### src/rtl/atm_pkg.sv
// Shared types and constants for the ATM note dispenser: denominations,
// cassette select encoding, error codes and FSM state encoding.
package atm_pkg;

    localparam int unsigned Denom2000 = 2000;
    localparam int unsigned Denom500  = 500;
    localparam int unsigned Denom100  = 100;

    typedef enum logic [1:0] {
        Sel2000 = 2'd0,
        Sel500  = 2'd1,
        Sel100  = 2'd2,
        SelNone = 2'd3
    } cassette_sel_e;

    typedef enum logic [1:0] {
        ErrNone   = 2'b00,
        ErrAmount = 2'b01,
        ErrNotes  = 2'b10,
        ErrJam    = 2'b11
    } err_code_e;

    typedef enum logic [2:0] {
        StIdle,
        StCheck,
        StPlan,
        StFeed,
        StGap,
        StDone,
        StErr
    } state_e;

endpackage

### src/rtl/atm_note_dispenser_if.sv
// Bundle of the dispenser's request, note-feed, refill and status signals.
// master = transaction FSM / mechanism side, slave = dispenser.
interface atm_note_dispenser_if #(
    parameter int unsigned AMT_W = 15,
    parameter int unsigned CNT_W = 10
);
    logic             disp_req;
    logic [AMT_W-1:0] amt;
    logic             note_req;
    logic [1:0]       note_sel;
    logic             note_ack;
    logic             refill;
    logic [1:0]       refill_sel;
    logic [CNT_W-1:0] refill_cnt;
    logic             busy;
    logic             done;
    logic             err;
    logic [1:0]       err_code;
    logic [CNT_W-1:0] cnt_2000;
    logic [CNT_W-1:0] cnt_500;
    logic [CNT_W-1:0] cnt_100;

    modport master (
        output disp_req, amt, note_ack, refill, refill_sel, refill_cnt,
        input  note_req, note_sel, busy, done, err, err_code, cnt_2000, cnt_500, cnt_100
    );

    modport slave (
        input  disp_req, amt, note_ack, refill, refill_sel, refill_cnt,
        output note_req, note_sel, busy, done, err, err_code, cnt_2000, cnt_500, cnt_100
    );
endinterface

### src/rtl/atm_cassette_cnt.sv
// One cassette inventory counter: loads INIT on reset, saturating add for
// refills, decrement (floored at zero) for each delivered note.
module atm_cassette_cnt #(
    parameter int unsigned CNT_W = 10,
    parameter int unsigned INIT  = 10
) (
    input  logic             clk,
    input  logic             rst,
    input  logic             i_add,
    input  logic [CNT_W-1:0] i_add_cnt,
    input  logic             i_dec,
    output logic [CNT_W-1:0] o_cnt
);
    logic [CNT_W-1:0] r_cnt;
    logic [CNT_W-1:0] w_cnt_next;
    logic [CNT_W:0]   w_sum;

    // Next count: refill saturates at all-ones, decrement never wraps.
    always_comb begin
        w_sum      = {1'b0, r_cnt} + {1'b0, i_add_cnt};
        w_cnt_next = r_cnt;
        if (i_add) begin
            w_cnt_next = w_sum[CNT_W] ? '1 : w_sum[CNT_W-1:0];
        end else if (i_dec && (r_cnt != '0)) begin
            w_cnt_next = r_cnt - CNT_W'(1);
        end
    end

    // Count register, reloads the initial inventory on reset.
    always_ff @(posedge clk or negedge rst) begin
        if (!rst) begin
            r_cnt <= CNT_W'(INIT);
        end else begin
            r_cnt <= w_cnt_next;
        end
    end

    assign o_cnt = r_cnt;
endmodule

### src/rtl/atm_note_dispenser.sv
// Cash-dispense controller: greedy 2000/500/100 plan against the cassette
// inventory, then one-note-at-a-time feed over note_req/note_ack.
// Optional feature macro: NOTE_TIMEOUT_EN (ack watchdog, raises jam error).
module atm_note_dispenser #(
    parameter int unsigned AMT_W       = 15,
    parameter int unsigned MAX_AMT     = 20000,
    parameter int unsigned CNT_W       = 10,
    parameter int unsigned INIT_2000   = 10,
    parameter int unsigned INIT_500    = 10,
    parameter int unsigned INIT_100    = 10,
    parameter int unsigned ACK_TIMEOUT = 16
) (
    input logic                 clk,
    input logic                 rst,
    atm_note_dispenser_if.slave bus
);
    import atm_pkg::*;

    localparam logic [AMT_W-1:0] MaxAmt = AMT_W'(MAX_AMT);
    localparam logic [AMT_W-1:0] D2000  = AMT_W'(Denom2000);
    localparam logic [AMT_W-1:0] D500   = AMT_W'(Denom500);
    localparam logic [AMT_W-1:0] D100   = AMT_W'(Denom100);

    state_e           r_state, w_state_next;
    logic [AMT_W-1:0] r_rem, w_rem_next;
    logic [CNT_W-1:0] r_p2000, w_p2000_next;
    logic [CNT_W-1:0] r_p500, w_p500_next;
    logic [CNT_W-1:0] r_p100, w_p100_next;
    err_code_e        r_err_code, w_err_code_next;

    logic [CNT_W-1:0] w_cnt_2000, w_cnt_500, w_cnt_100;
    cassette_sel_e    w_sel;
    logic             w_ack, w_any_plan, w_refill_ok;
    logic             w_fit_2000, w_fit_500, w_fit_100;

`ifdef NOTE_TIMEOUT_EN
    localparam int unsigned WdogW = $clog2(ACK_TIMEOUT + 1);
    logic [WdogW-1:0] r_wdog, w_wdog_next;
`endif

    // Highest denomination still owed; stays put until the ack retires it.
    assign w_sel = (r_p2000 != '0) ? Sel2000 : (r_p500 != '0) ? Sel500 : Sel100;

    assign w_ack       = (r_state == StFeed) && bus.note_ack;
    assign w_any_plan  = (r_p2000 != '0) || (r_p500 != '0) || (r_p100 != '0);
    assign w_refill_ok = (r_state == StIdle) && bus.refill;

    // A note fits only if the remainder covers it and the cassette can back it.
    assign w_fit_2000 = (r_rem >= D2000) && (r_p2000 < w_cnt_2000);
    assign w_fit_500  = (r_rem >= D500) && (r_p500 < w_cnt_500);
    assign w_fit_100  = (r_rem >= D100) && (r_p100 < w_cnt_100);

    // Next-state and datapath next values.
    always_comb begin
        w_state_next    = r_state;
        w_rem_next      = r_rem;
        w_p2000_next    = r_p2000;
        w_p500_next     = r_p500;
        w_p100_next     = r_p100;
        w_err_code_next = r_err_code;
`ifdef NOTE_TIMEOUT_EN
        w_wdog_next     = '0;
`endif
        unique case (r_state)
            StIdle: begin
                if (bus.disp_req) begin
                    w_state_next    = StCheck;
                    w_rem_next      = bus.amt;
                    w_p2000_next    = '0;
                    w_p500_next     = '0;
                    w_p100_next     = '0;
                    w_err_code_next = ErrNone;
                end
            end
            StCheck: begin
                if ((r_rem == '0) || (r_rem > MaxAmt)) begin
                    w_state_next    = StErr;
                    w_err_code_next = ErrAmount;
                end else begin
                    w_state_next = StPlan;
                end
            end
            StPlan: begin
                if (r_rem == '0) begin
                    w_state_next = StFeed;
                end else if (r_rem < D100) begin
                    w_state_next    = StErr;
                    w_err_code_next = ErrAmount;
                end else if (w_fit_2000) begin
                    w_p2000_next = r_p2000 + CNT_W'(1);
                    w_rem_next   = r_rem - D2000;
                end else if (w_fit_500) begin
                    w_p500_next = r_p500 + CNT_W'(1);
                    w_rem_next  = r_rem - D500;
                end else if (w_fit_100) begin
                    w_p100_next = r_p100 + CNT_W'(1);
                    w_rem_next  = r_rem - D100;
                end else begin
                    w_state_next    = StErr;
                    w_err_code_next = ErrNotes;
                end
            end
            StFeed: begin
                if (bus.note_ack) begin
                    w_state_next = StGap;
                    if (w_sel == Sel2000) begin
                        w_p2000_next = r_p2000 - CNT_W'(1);
                    end else if (w_sel == Sel500) begin
                        w_p500_next = r_p500 - CNT_W'(1);
                    end else begin
                        w_p100_next = r_p100 - CNT_W'(1);
                    end
                end
`ifdef NOTE_TIMEOUT_EN
                else if (r_wdog == WdogW'(ACK_TIMEOUT - 1)) begin
                    // Unfed notes stay in the cassettes; drop the rest of the plan.
                    w_state_next    = StErr;
                    w_err_code_next = ErrJam;
                    w_p2000_next    = '0;
                    w_p500_next     = '0;
                    w_p100_next     = '0;
                end else begin
                    w_wdog_next = r_wdog + WdogW'(1);
                end
`endif
            end
            StGap: begin
                w_state_next = w_any_plan ? StFeed : StDone;
            end
            StDone, StErr: begin
                w_state_next = StIdle;
            end
            default: begin
                w_state_next = StIdle;
            end
        endcase
    end

    // State and datapath registers.
    always_ff @(posedge clk or negedge rst) begin
        if (!rst) begin
            r_state    <= StIdle;
            r_rem      <= '0;
            r_p2000    <= '0;
            r_p500     <= '0;
            r_p100     <= '0;
            r_err_code <= ErrNone;
`ifdef NOTE_TIMEOUT_EN
            r_wdog     <= '0;
`endif
        end else begin
            r_state    <= w_state_next;
            r_rem      <= w_rem_next;
            r_p2000    <= w_p2000_next;
            r_p500     <= w_p500_next;
            r_p100     <= w_p100_next;
            r_err_code <= w_err_code_next;
`ifdef NOTE_TIMEOUT_EN
            r_wdog     <= w_wdog_next;
`endif
        end
    end

    atm_cassette_cnt #(
        .CNT_W (CNT_W),
        .INIT  (INIT_2000)
    ) u_cnt_2000 (
        .clk       (clk),
        .rst       (rst),
        .i_add     (w_refill_ok && (bus.refill_sel == Sel2000)),
        .i_add_cnt (bus.refill_cnt),
        .i_dec     (w_ack && (w_sel == Sel2000)),
        .o_cnt     (w_cnt_2000)
    );

    atm_cassette_cnt #(
        .CNT_W (CNT_W),
        .INIT  (INIT_500)
    ) u_cnt_500 (
        .clk       (clk),
        .rst       (rst),
        .i_add     (w_refill_ok && (bus.refill_sel == Sel500)),
        .i_add_cnt (bus.refill_cnt),
        .i_dec     (w_ack && (w_sel == Sel500)),
        .o_cnt     (w_cnt_500)
    );

    atm_cassette_cnt #(
        .CNT_W (CNT_W),
        .INIT  (INIT_100)
    ) u_cnt_100 (
        .clk       (clk),
        .rst       (rst),
        .i_add     (w_refill_ok && (bus.refill_sel == Sel100)),
        .i_add_cnt (bus.refill_cnt),
        .i_dec     (w_ack && (w_sel == Sel100)),
        .o_cnt     (w_cnt_100)
    );

    assign bus.busy     = (r_state != StIdle);
    assign bus.done     = (r_state == StDone);
    assign bus.err      = (r_state == StErr);
    assign bus.note_req = (r_state == StFeed);
    assign bus.note_sel = (r_state == StFeed) ? w_sel : Sel2000;
    assign bus.err_code = r_err_code;
    assign bus.cnt_2000 = w_cnt_2000;
    assign bus.cnt_500  = w_cnt_500;
    assign bus.cnt_100  = w_cnt_100;
endmodule

### src/flat_wrapper.sv
// flat-port wrapper written by rule: the top's interface ports become plain ports
module atm_note_dispenser_flat import atm_pkg::*;
#(
    parameter int unsigned AMT_W       = 15,
    parameter int unsigned MAX_AMT     = 20000,
    parameter int unsigned CNT_W       = 10,
    parameter int unsigned INIT_2000   = 10,
    parameter int unsigned INIT_500    = 10,
    parameter int unsigned INIT_100    = 10,
    parameter int unsigned ACK_TIMEOUT = 16
)
  (clk, rst, bus_disp_req, bus_amt, bus_note_ack, bus_refill, bus_refill_sel, bus_refill_cnt, bus_note_req, bus_note_sel, bus_busy, bus_done, bus_err, bus_err_code, bus_cnt_2000, bus_cnt_500, bus_cnt_100);
  atm_note_dispenser_if #(.AMT_W(AMT_W), .CNT_W(CNT_W)) bus_i ();
  input logic clk;
  input logic rst;
  input wire logic [$bits(bus_i.disp_req)-1:0] bus_disp_req;
  input wire logic [$bits(bus_i.amt)-1:0] bus_amt;
  input wire logic [$bits(bus_i.note_ack)-1:0] bus_note_ack;
  input wire logic [$bits(bus_i.refill)-1:0] bus_refill;
  input wire logic [$bits(bus_i.refill_sel)-1:0] bus_refill_sel;
  input wire logic [$bits(bus_i.refill_cnt)-1:0] bus_refill_cnt;
  output wire logic [$bits(bus_i.note_req)-1:0] bus_note_req;
  output wire logic [$bits(bus_i.note_sel)-1:0] bus_note_sel;
  output wire logic [$bits(bus_i.busy)-1:0] bus_busy;
  output wire logic [$bits(bus_i.done)-1:0] bus_done;
  output wire logic [$bits(bus_i.err)-1:0] bus_err;
  output wire logic [$bits(bus_i.err_code)-1:0] bus_err_code;
  output wire logic [$bits(bus_i.cnt_2000)-1:0] bus_cnt_2000;
  output wire logic [$bits(bus_i.cnt_500)-1:0] bus_cnt_500;
  output wire logic [$bits(bus_i.cnt_100)-1:0] bus_cnt_100;
  assign bus_i.disp_req = bus_disp_req;
  assign bus_i.amt = bus_amt;
  assign bus_i.note_ack = bus_note_ack;
  assign bus_i.refill = bus_refill;
  assign bus_i.refill_sel = bus_refill_sel;
  assign bus_i.refill_cnt = bus_refill_cnt;
  assign bus_note_req = bus_i.note_req;
  assign bus_note_sel = bus_i.note_sel;
  assign bus_busy = bus_i.busy;
  assign bus_done = bus_i.done;
  assign bus_err = bus_i.err;
  assign bus_err_code = bus_i.err_code;
  assign bus_cnt_2000 = bus_i.cnt_2000;
  assign bus_cnt_500 = bus_i.cnt_500;
  assign bus_cnt_100 = bus_i.cnt_100;
  atm_note_dispenser #(.AMT_W(AMT_W), .MAX_AMT(MAX_AMT), .CNT_W(CNT_W), .INIT_2000(INIT_2000), .INIT_500(INIT_500), .INIT_100(INIT_100), .ACK_TIMEOUT(ACK_TIMEOUT)) u_core (.clk(clk), .rst(rst), .bus(bus_i));
endmodule
### config.mk
export PLATFORM = sky130hd
export DESIGN_NAME = atm_note_dispenser_flat
export DESIGN_NICKNAME = d
export VERILOG_FILES = /design/src/rtl/atm_pkg.sv /design/src/rtl/atm_note_dispenser_if.sv /design/src/rtl/atm_cassette_cnt.sv /design/src/rtl/atm_note_dispenser.sv /design/src/flat_wrapper.sv
export SDC_FILE = /design/constraint.sdc
export NUM_CORES = 1
export LEC_CHECK = 0
export BUFFER_PORTS_ARGS = -buffer_cell sky130_fd_sc_hd__clkbuf_2
export CORE_MARGIN = 2
export CORE_UTILIZATION = 25
export CTS_CLUSTER_SIZE = 40
export DETAILED_ROUTE_END_ITERATION = 12
export GPL_TIMING_DRIVEN = 0
export PLACE_DENSITY = 0.5
export SYNTH_ARGS = -nofsm -noshare
export SYNTH_HDL_FRONTEND = slang
export SYNTH_SLANG_ARGS = --single-unit
export TNS_END_PERCENT = 100
### constraint.sdc
create_clock -name clk -period 3.53 [get_ports clk]
set_input_delay 0.706 -clock clk [delete_from_list [all_inputs] [get_ports clk]]
set_output_delay 0.706 -clock clk [all_outputs]
set_load 0.02 [all_outputs]
==> flow_summary.ini, run 1 <==
[outcome]
status = complete, no violations

[critical_path]
rrSetupSlack_ns = 0.25
r2r_start = u_core.r_state[1]$_DFFE_PN0P_
critPathKind = reg2reg
end_kind = flop
rr_endpoint = u_core.r_p100[9]$_DFFE_PN0P_
crit_path_top_delay_cell = or4_1
cpPeakStageDelay_ns = 0.46
arrival_ns = 3.55
critical_path.startpoint_type = flop
crit_required_ns = 3.79
cp_cell_sequence = inv_1 -> nor2_4 -> nand2_2 -> clkinvlp_4 -> buf_12 -> ha_1 -> or3_1 -> o21ai_0 -> inv_1 -> a31o_2 -> a21oi_1 -> xnor2_1 -> or4_1 -> o21ai_0
worstPathMaxFanout = 7
reg2regPathDepth = 14

[global_routing]
grt_usage_pct = 15.0
grt_pass1_wl_mm = 40.0
grt-ovfl-total = 0
grt_pass1_vias = 7326
grt_max_degree = 51
antenna_found_initial = 0

[timing]
slew_headroom_pct = 40.3
post-route-min-period_ns = 3.28
worst_slack_ns = 0.249
period_share_pct = 93.0
rsz0062_at_grt = false
slew_violations = 0
worst_pin_slew_ns = 0.882
hold_viol = 0
skew_ns = 0.0180
clock.fmax_mhz = 305
setup_viol = 0

[floorplanning]
coreArea_um2 = 31600
io_pins = 70
die_x_um = 183
die_h_um = 183
start_util_pct = 25.5
die_area_um2 = 33700
core.rowCount = 65

[detailed_routing]
num_vias = 7649
first_iter_violations = 524
first_pass_iters = 4
viasPerCell = 5.18
wire_per_inst_um = 16.8
routed_wl_mm = 24.8
ant_nets = 0
post-route-drc-count = 0

[cts]
cts_buffers = 9
hold_buffers = 0
clockBufferDepth = 2
cts_tree = yes
cts.sinks = 80
htreeDepth = 3
insertion_delay_ns = 0.36
cts_root_buf = clkbuf_16
clk_pin_slew_ns = 0.07

[yosys]
ys_seq_area_share_pct = 25.0
synth_compound_area_share_pct = 26.4
netlist_top_cells_count = nand2_1, ha_1, nor2_1
yosys.area.top_type = dfrtp_1
async_flop_share_pct = 100
synth_area_leaders = dfrtp_1, ha_1, o21ai_0
synth_area_um2 = 8050
yosysMostFrequentCell = nand2_1
synth_edf_count = 0
yosysWarnings = 0
synth_area_per_cell_um2 = 8.20
synth_top_family_by_area = compound AO/OA/AOI/OAI gates
syn_nets = 1112
synthCells = 982
yosys.area_share.simple_pct = 21.3
synth_fa_ha_area_share_pct = 15.9
synth_top_area_share_pct = 23.0
synth_cell_types = 96
ys.flop_type = dfrtp_1
synthMuxAreaShare_pct = 0.373
synth_xor_area_share_pct = 5.66
ys_ff_latch = 80

[layout]
nets = 1199
final_core_util_pct = 29.5
seqCellArea_um2 = 2010
num_antenna_cells = 0
multi_input_area_um2 = 5620
drive_above_1_share_pct = 15.1
nFillCells = 3396
syn_to_final_growth_pct = 15.8

[placement]
hpwl_mm = 19.0
pre_cts_ws_ns = -0.526
globalplace.congestion = 0.869
io_buffers = 69

[worst_hold_path]
hp-class = in2async

[pwr]
peakVddDrop_mv = 0.306
power_density_nw_per_um2 = 750
cellLeakagePower_nw = 4.15

[run]
maxCapViolations = 0
==> worst max-delay path, delay by kind of cell (launching register included) <==
family / cells / cell delay (ns)
AO/OA/AOI/OAI: 4 / 0.58
buffers and inverters: 4 / 0.63
adder cells (fa/ha/maj): 1 / 0.33
flip-flops: 1 / 0.42
XOR/XNOR: 1 / 0.09
AND/OR/NAND/NOR: 4 / 1.14
==> cells by family (layout without fill, tap and decap cells) <==
kind of cell / count (synthesis) / in the layout
AND/OR/NAND/NOR: 348 / 348
AO/OA/AOI/OAI: 307 / 307
adder cells (fa/ha/maj): 99 / 99
buffers and inverters: 93 / 185
flip-flops: 80 / 80
XOR/XNOR: 52 / 52
multiplexers: 3 / 3
==> registers in the layout, indices dropped and copies added, names as in the netlist <==
name                     count
u_core.r_p2000              10
u_core.r_state               3
u_core.u_cnt_500.o_cnt      10
u_core.r_p100               10
u_core.u_cnt_2000.o_cnt     10
u_core.r_rem                15
u_core.u_cnt_100.o_cnt      10
u_core.r_p500               10
u_core.bus.err_code          2
==> cell type report <==
cell class / instances / area share [%]
plain buffers: 30 / 2.16
well taps: 402 / 5.40
repair buffers: 75 / 4.56
flip-flops and latches: 80 / 21.6
repair inverters: 1 / 0.0805
clock inverters: 6 / 0.980
clock buffers: 10 / 2.46
inverters: 63 / 2.58
multi-input cells: 809 / 60.2
==> where the power goes <==
group / internal, W / switching [W] / leakage, nW / total [W]
logic: 0.00165 / 0.00258 / 3.06 / 0.00423
registers: 0.00125 / 0.000458 / 0.942 / 0.00171
clock network: 0.000625 / 0.000430 / 0.157 / 0.00106
total: 0.00352 / 0.00346 / 4.15 / 0.00699
==> cells in the final DEF, fill, tap and decap left out, types with 7 or more instances in the layout <==
cell type	netlist	final
a21o_1	27	27
a21oi_1	47	47
a31oi_1	16	16
buf_2	9	9
buf_4	3	7
clkbuf_1	10	11
clkbuf_16	0	9
clkbuf_2	0	68
dfrtp_1	74	74
ha_1	92	92
inv_1	62	61
nand2_1	104	103
nand2b_1	11	11
nand3_1	31	31
nor2_1	91	91
nor2b_1	8	8
nor3_1	35	35
o21ai_0	84	84
o22ai_1	13	13
o31ai_1	17	17
o41ai_1	11	10
or3_1	11	11
xnor2_1	39	39
xor2_1	13	13
==> worst max path at each step <==
stage | startpoint | endpoint | slack (ns) | depth (start not counted)
after detailed placement | u_core.r_state[1]$_DFFE_PN0P_ | u_core.r_p2000[9]$_DFFE_PN0P_ | -0.53 | 12
after global placement | u_core.r_state[1]$_DFFE_PN0P_ | u_core.r_p2000[9]$_DFFE_PN0P_ | -0.57 | 12
after floorplan | u_core.r_state[1]$_DFFE_PN0P_ | u_core.r_p100[9]$_DFFE_PN0P_ | 0.09 | 13
after CTS | u_core.r_state[1]$_DFFE_PN0P_ | u_core.r_p100[9]$_DFFE_PN0P_ | 0.06 | 14
final | u_core.r_state[1]$_DFFE_PN0P_ | u_core.r_p100[9]$_DFFE_PN0P_ | 0.25 | 14
after global routing | u_core.r_state[1]$_DFFE_PN0P_ | u_core.r_p100[9]$_DFFE_PN0P_ | 0.01 | 14
==> per-stage QoR <==
step	area [um^2]	total power [W]	cells	hold slack, ns	TNS, ns
2_1_floorplan	8050	0.00472	982	0.410	0
3_3_place_gp	8900	0.00584	1453	0.469	-2.52
3_5_place_dp	8930	0.00588	1454	0.471	-2.09
4_1_cts	9310	0.00703	1476	0.364	0
5_1_grt	9320	0.00763	1476	0.390	0
6_report	9320	0.00699	1476	0.354	0
==> what timing repair did <==
action	in CTS	in global routing
setup buffers	5	0
setup endpoints to repair	11	5
resized for setup	2	2
gates cloned	1	0
==> per-layer routing <==
metal  GRT usage, %  part of all wire, %  up-vias
met1           21.4                   49     3638
met4           3.20                  1.1        0
met2           24.1                   45      179
met3           2.06                  4.3       17
li1               -                    -     3815
met5              0                    0        -
No activity file was read; power rests on OpenSTA's default activity.
==> run 2, diff against run 1 <==
Settings changed: GPL_TIMING_DRIVEN 0 to default, SYNTH_HIERARCHICAL from default to 1.
==> flow_summary.ini, run 2 <==
[detailed_routing]
viasPerCell = 5.18
first_pass_iters = 5
num_vias = 8080
post-route-drc-count = 0
first_iter_violations = 551
routed_wl_mm = 26.5
ant_nets = 0
wire_per_inst_um = 17.0

[critical_path]
crit_required_ns = 3.76
cpPeakStageDelay_ns = 0.44
path_delay_family = compound AO/OA/AOI/OAI gates
worst-path-buf-inv = 2
critPathKind = reg2reg
rrSetupSlack_ns = 0.27
worstPathMaxFanout = 20
crit_path_top_delay_cell = a2111oi_0
end_kind = flop
arrival_ns = 3.49
critical_path.startpoint_type = flop
cp_cell_sequence = nor2b_1 -> nand2_2 -> clkinvlp_4 -> buf_12 -> fa_2 -> a21o_1 -> a21oi_1 -> o21bai_1 -> a2111oi_0 -> a211oi_1 -> xor2_1 -> a41o_1

[yosys]
ys_ff_latch = 80
ys_seq_area_share_pct = 23.7
synth_area_per_cell_um2 = 8.36
synth_cell_types = 94
async_flop_share_pct = 100
syn_nets = 1145
yosysWarnings = 6
netlist_top_cells_count = nor2_1, ha_1, nand2_1
yosysMostFrequentCell = nor2_1
synth_edf_count = 0
yosys.area.top_type = dfrtp_1
synthCells = 1015
synth_area_um2 = 8480
synth_top_area_share_pct = 21.8
synth_area_leaders = dfrtp_1, ha_1, nor2_1
ys.flop_type = dfrtp_1

[placement]
hpwl_mm = 20.4
globalplace.congestion = 0.839
io_buffers = 69

[floorplanning]
io_pins = 70
die_area_um2 = 35400
die_x_um = 188
die_h_um = 188
coreArea_um2 = 33400
core.rowCount = 67
start_util_pct = 25.4

[timing]
slew_violations = 0
skew_ns = 0.0181
setup_viol = 0
rsz0062_at_grt = false
post-route-min-period_ns = 3.26
period_share_pct = 92.2
slew_headroom_pct = 50.5
clock.fmax_mhz = 307
worst_pin_slew_ns = 0.740
setup_tns_ns = 0
hold_viol = 0

[cts]
cts_tree = yes
clockBufferDepth = 2
cts.sinks = 80
cts_buffers = 9
clk_pin_slew_ns = 0.06
hold_buffers = 0
htreeDepth = 3
insertion_delay_ns = 0.36
cts_root_buf = clkbuf_16

[pwr]
p_clk_share_pct = 12.0
pwr-share-comb_pct = 64.0
seq_power_share_pct = 24.0
switching_power_w = 0.00378
cellLeakagePower_nw = 4.45
p_int_w = 0.00380
power_switching_share_pct = 49.8
peakVddDrop_mv = 0.334
power_density_nw_per_um2 = 767

[run]
maxCapViolations = 0

[layout]
final_common_cell = nor2_1
nets = 1236
seqCellArea_um2 = 2010
multi_input_area_um2 = 6130
nFillCells = 3544
final_core_util_pct = 29.6
final_cell_mix = nor2_1, ha_1, nand2_1
syn_to_final_growth_pct = 16.5
num_antenna_cells = 0
drive_above_1_share_pct = 16.8
largest_reg_flops = 15
largest_register = u_core/r_rem

[global_routing]
grt_pass1_wl_mm = 42.7
grt_pass1_vias = 7846
grt_usage_pct = 15.0
antenna_found_initial = 0
grt_max_degree = 45
grt-ovfl-total = 0

[outcome]
status = complete, no violations

[worst_hold_path]
hp-class = in2async
## run 2: final cells by class
class                      count  area share [%]
multi-input combinational    837            62.0
sequential                    80            20.3
timing repair buffer         108            6.61
tap                          448            5.67
inverter                      70            2.70
clock buffer                  13            2.53
clock inverter                 3           0.190
## run 2: layer usage
metal	vias to the layer above	GRT usage, %	routed length, um
met3	21	2.03	1040
met1	3915	20.1	12700
li1	3978	-	-
met4	0	3.82	280
met2	166	25.3	12400
met5	-	0	0
## run 2: timing repair
item / CTS / global route
gates resized for setup: 0 / 1
setup endpoints to repair: 0 / 1
setup buffers: 0 / 0
## run 2: logic make-up (layout without fill, tap and decap cells)
logic type      after synthesis  count (layout)  synth area share (%)
xor+xnor                     51              51                  5.27
simple gates                349             349                  20.6
mux                          25              25                  3.50
buf+inv                      98             194                  4.82
flops                        80              80                  23.7
fa+ha+maj                    99              99                  15.1
compound gates              313             313                  27.0
## run 2: power groups by stage
stage | clock, W | sequential [W] | combinational (W)
6_report | 0.000907 | 0.00182 | 0.00485
5_1_grt | 0.000966 | 0.00189 | 0.00543
4_1_cts | 0.000934 | 0.00183 | 0.00485
3_5_place_dp | 0 | 0.00184 | 0.00482
3_3_place_gp | 0 | 0.00184 | 0.00478
2_1_floorplan | 0 | 0.00173 | 0.00356
## run 2: metrics by stage
step / instance area [um^2] / hold slack (ns) / setup slack, ns / total power, W / instances
finish: 9890 / 0.393 / 0.275 / 0.00758 / 1559
global placement: 9620 / 0.526 / 0.331 / 0.00663 / 1543
CTS: 9880 / 0.413 / 0.237 / 0.00761 / 1559
floorplan: 8540 / 0.410 / 0.0434 / 0.00529 / 1015
global route: 9890 / 0.442 / 0.00932 / 0.00829 / 1559
detailed placement: 9620 / 0.527 / 0.279 / 0.00666 / 1543
## run 2: path summary, 6_finish.rpt
check                                                       from  cells after the start                                     to
max                                u_core/r_state[1]$_DFFE_PN0P_                     12           u_core/r_p500[8]$_DFFE_PN0P_
min                                                          rst                      1           u_core/r_rem[11]$_DFFE_PN0P_
max reg2reg                        u_core/r_state[1]$_DFFE_PN0P_                     12           u_core/r_p500[8]$_DFFE_PN0P_
min reg2reg                u_core/u_cnt_500/o_cnt[1]$_DFFE_PN1P_                      2  u_core/u_cnt_500/o_cnt[1]$_DFFE_PN1P_
max in group asynchronous                                    rst                      2  u_core/u_cnt_500/o_cnt[1]$_DFFE_PN1P_
min in group clk           u_core/u_cnt_500/o_cnt[1]$_DFFE_PN1P_                      2  u_core/u_cnt_500/o_cnt[1]$_DFFE_PN1P_
## run 2: worst register-to-register path, cell delays in order, from the launching register on
cell and delay, ns:
dfrtp_1 0.37, nor2b_1 0.15, nand2_2 0.15, clkinvlp_4 0.30
buf_12 0.26, fa_2 0.42, a21o_1 0.19, a21oi_1 0.23
o21bai_1 0.11, a2111oi_0 0.44, a211oi_1 0.11, xor2_1 0.16
a41o_1 0.24
==> run 3, diff against run 2 <==
Settings changed: SYNTH_HIERARCHICAL 1 to default.
==> flow_summary.ini, run 3 (same netlist as run 1, synthesis figures left out) <==
[cts]
cts_tree = yes
clk_pin_slew_ns = 0.07
cts.sinks = 80
clockBufferDepth = 2
cts_buffers = 9
insertion_delay_ns = 0.35
htreeDepth = 3
cts_setup_buffers = 0
cts_root_buf = clkbuf_16
post_cts_resized = 0
hold_buffers = 0

[global_routing]
grt_usage_pct = 15.2
grt_max_degree = 55
antenna_found_initial = 0
grt_pass1_vias = 7240
grt-ovfl-total = 0
grt_pass1_wl_mm = 40.2

[outcome]
status = complete, no violations

[layout]
final_common_cell = nand2_1
num_antenna_cells = 0
seqCellArea_um2 = 2010
largest_register = u_core.r_rem
nFillCells = 3395
syn_to_final_growth_pct = 14.3
largest_reg_flops = 15
nets = 1186
multi_input_area_um2 = 5610
final_cell_mix = nand2_1, ha_1, nor2_1
drive_above_1_share_pct = 14.6

[detailed_routing]
first_iter_violations = 487
num_vias = 7553
routed_wl_mm = 25.2
ant_nets = 0
viasPerCell = 5.16
first_pass_iters = 5
post-route-drc-count = 0
wire_per_inst_um = 17.2

[timing]
worst_pin_slew_ns = 0.877
setup_tns_ns = 0
post-route-min-period_ns = 3.08
slew_headroom_pct = 41.3
period_share_pct = 87.3
skew_ns = 0.0105
slew_violations = 0
rsz0062_at_grt = false
holdWs_ns = 0.450
setup_viol = 0
clock.fmax_mhz = 325
hold_viol = 0

[floorplanning]
io_pins = 70
coreArea_um2 = 31600
start_util_pct = 25.5
core.rowCount = 65
die_x_um = 183
die_h_um = 183
die_area_um2 = 33700

[placement]
io_buffers = 69
hpwl_mm = 19.2
globalplace.congestion = 0.875

[critical_path]
end_kind = output pin
worstPathMaxFanout = 6
critical_path.startpoint_type = flop
crit_path_top_delay_cell = dfrtp_1
crit_required_ns = 2.82
arrival_ns = 2.38
cpPeakStageDelay_ns = 0.46
critPathKind = reg2out
cp_cell_sequence = nor4_1 -> nand3_1 -> nand2b_1 -> nor2_1 -> clkbuf_2
reg2regPathDepth = 9

[run]
maxCapViolations = 0

[pwr]
cellLeakagePower_nw = 4.10
power_density_nw_per_um2 = 745
peakVddDrop_mv = 0.371

[worst_hold_path]
hp-class = in2async
## run 3: cell count changes in the layout (fill, tap and decap cells not counted), sizes merged, moves of 11 or more
cell / previous run / this run
nor2: 108 / 93
a211oi: 18 / 7
o211ai: 17 / 5
mux2: 16 / 0
buf: 40 / 25
nand2: 81 / 106
a21oi: 59 / 48
o21ai: 46 / 89
## run 3: path summary, 6_finish.rpt
check,slack [ns],to,from
max,0.45,bus_note_sel[0],u_core.r_p2000[1]$_DFFE_PN0P_
max in group asynchronous,2.35,u_core.u_cnt_500.o_cnt[3]$_DFFE_PN1P_,rst
max reg2reg,0.48,u_core.r_rem[4]$_DFFE_PN0P_,u_core.u_cnt_100.o_cnt[1]$_DFFE_PN1P_
min in group clk,0.48,u_core.r_rem[1]$_DFFE_PN0P_,u_core.r_rem[1]$_DFFE_PN0P_
min reg2reg,0.48,u_core.r_rem[1]$_DFFE_PN0P_,u_core.r_rem[1]$_DFFE_PN0P_
min,0.45,u_core.r_rem[12]$_DFFE_PN0P_,rst
## run 3: metal layers
| layer | vias up | part of all wire [%] | GRT usage (%) |
|---|---|---|---|
| met5 | - | 0 | 0 |
| met4 | 0 | 1.5 | 3.68 |
| met3 | 19 | 4.4 | 1.88 |
| met2 | 201 | 45 | 24.3 |
| met1 | 3563 | 49 | 21.6 |
| li1 | 3770 | - | - |
## run 3: per-stage QoR
| step | util, % | instances | setup slack, ns | power, W | area [um^2] |
|---|---|---|---|---|---|
| after floorplan | - | 982 | 0.0891 | 0.00472 | 8050 |
| after global placement | 28.2 | 1447 | 0.273 | 0.00586 | 8910 |
| after detailed placement | 28.2 | 1447 | 0.230 | 0.00589 | 8910 |
| after CTS | 29.1 | 1463 | 0.408 | 0.00691 | 9210 |
| after global routing | 29.1 | 1463 | 0.192 | 0.00750 | 9210 |
| final | 29.1 | 1463 | 0.449 | 0.00686 | 9210 |
## run 3: cell type report
type | instances | area share [%]
Multi-Input combinational cell | 809 | 60.9
Sequential cell | 80 | 21.8
Timing Repair Buffer | 93 | 6.01
Tap cell | 402 | 5.46
Clock buffer | 12 | 2.68
Inverter | 63 | 2.57
Clock inverter | 4 | 0.584
## run 3: power by group
group / internal (W) / switching [W]
combinational: 0.00158 / 0.00251
clock: 0.000571 / 0.000428
sequential: 0.00125 / 0.000523
total: 0.00340 / 0.00346
## run 3: critical path: cells and delay by family, from the launching register on
kind	cells	cell delay, ns
buffers and inverters	1	0.25
flip-flops	1	0.46
AND/OR/NAND/NOR	4	1.31
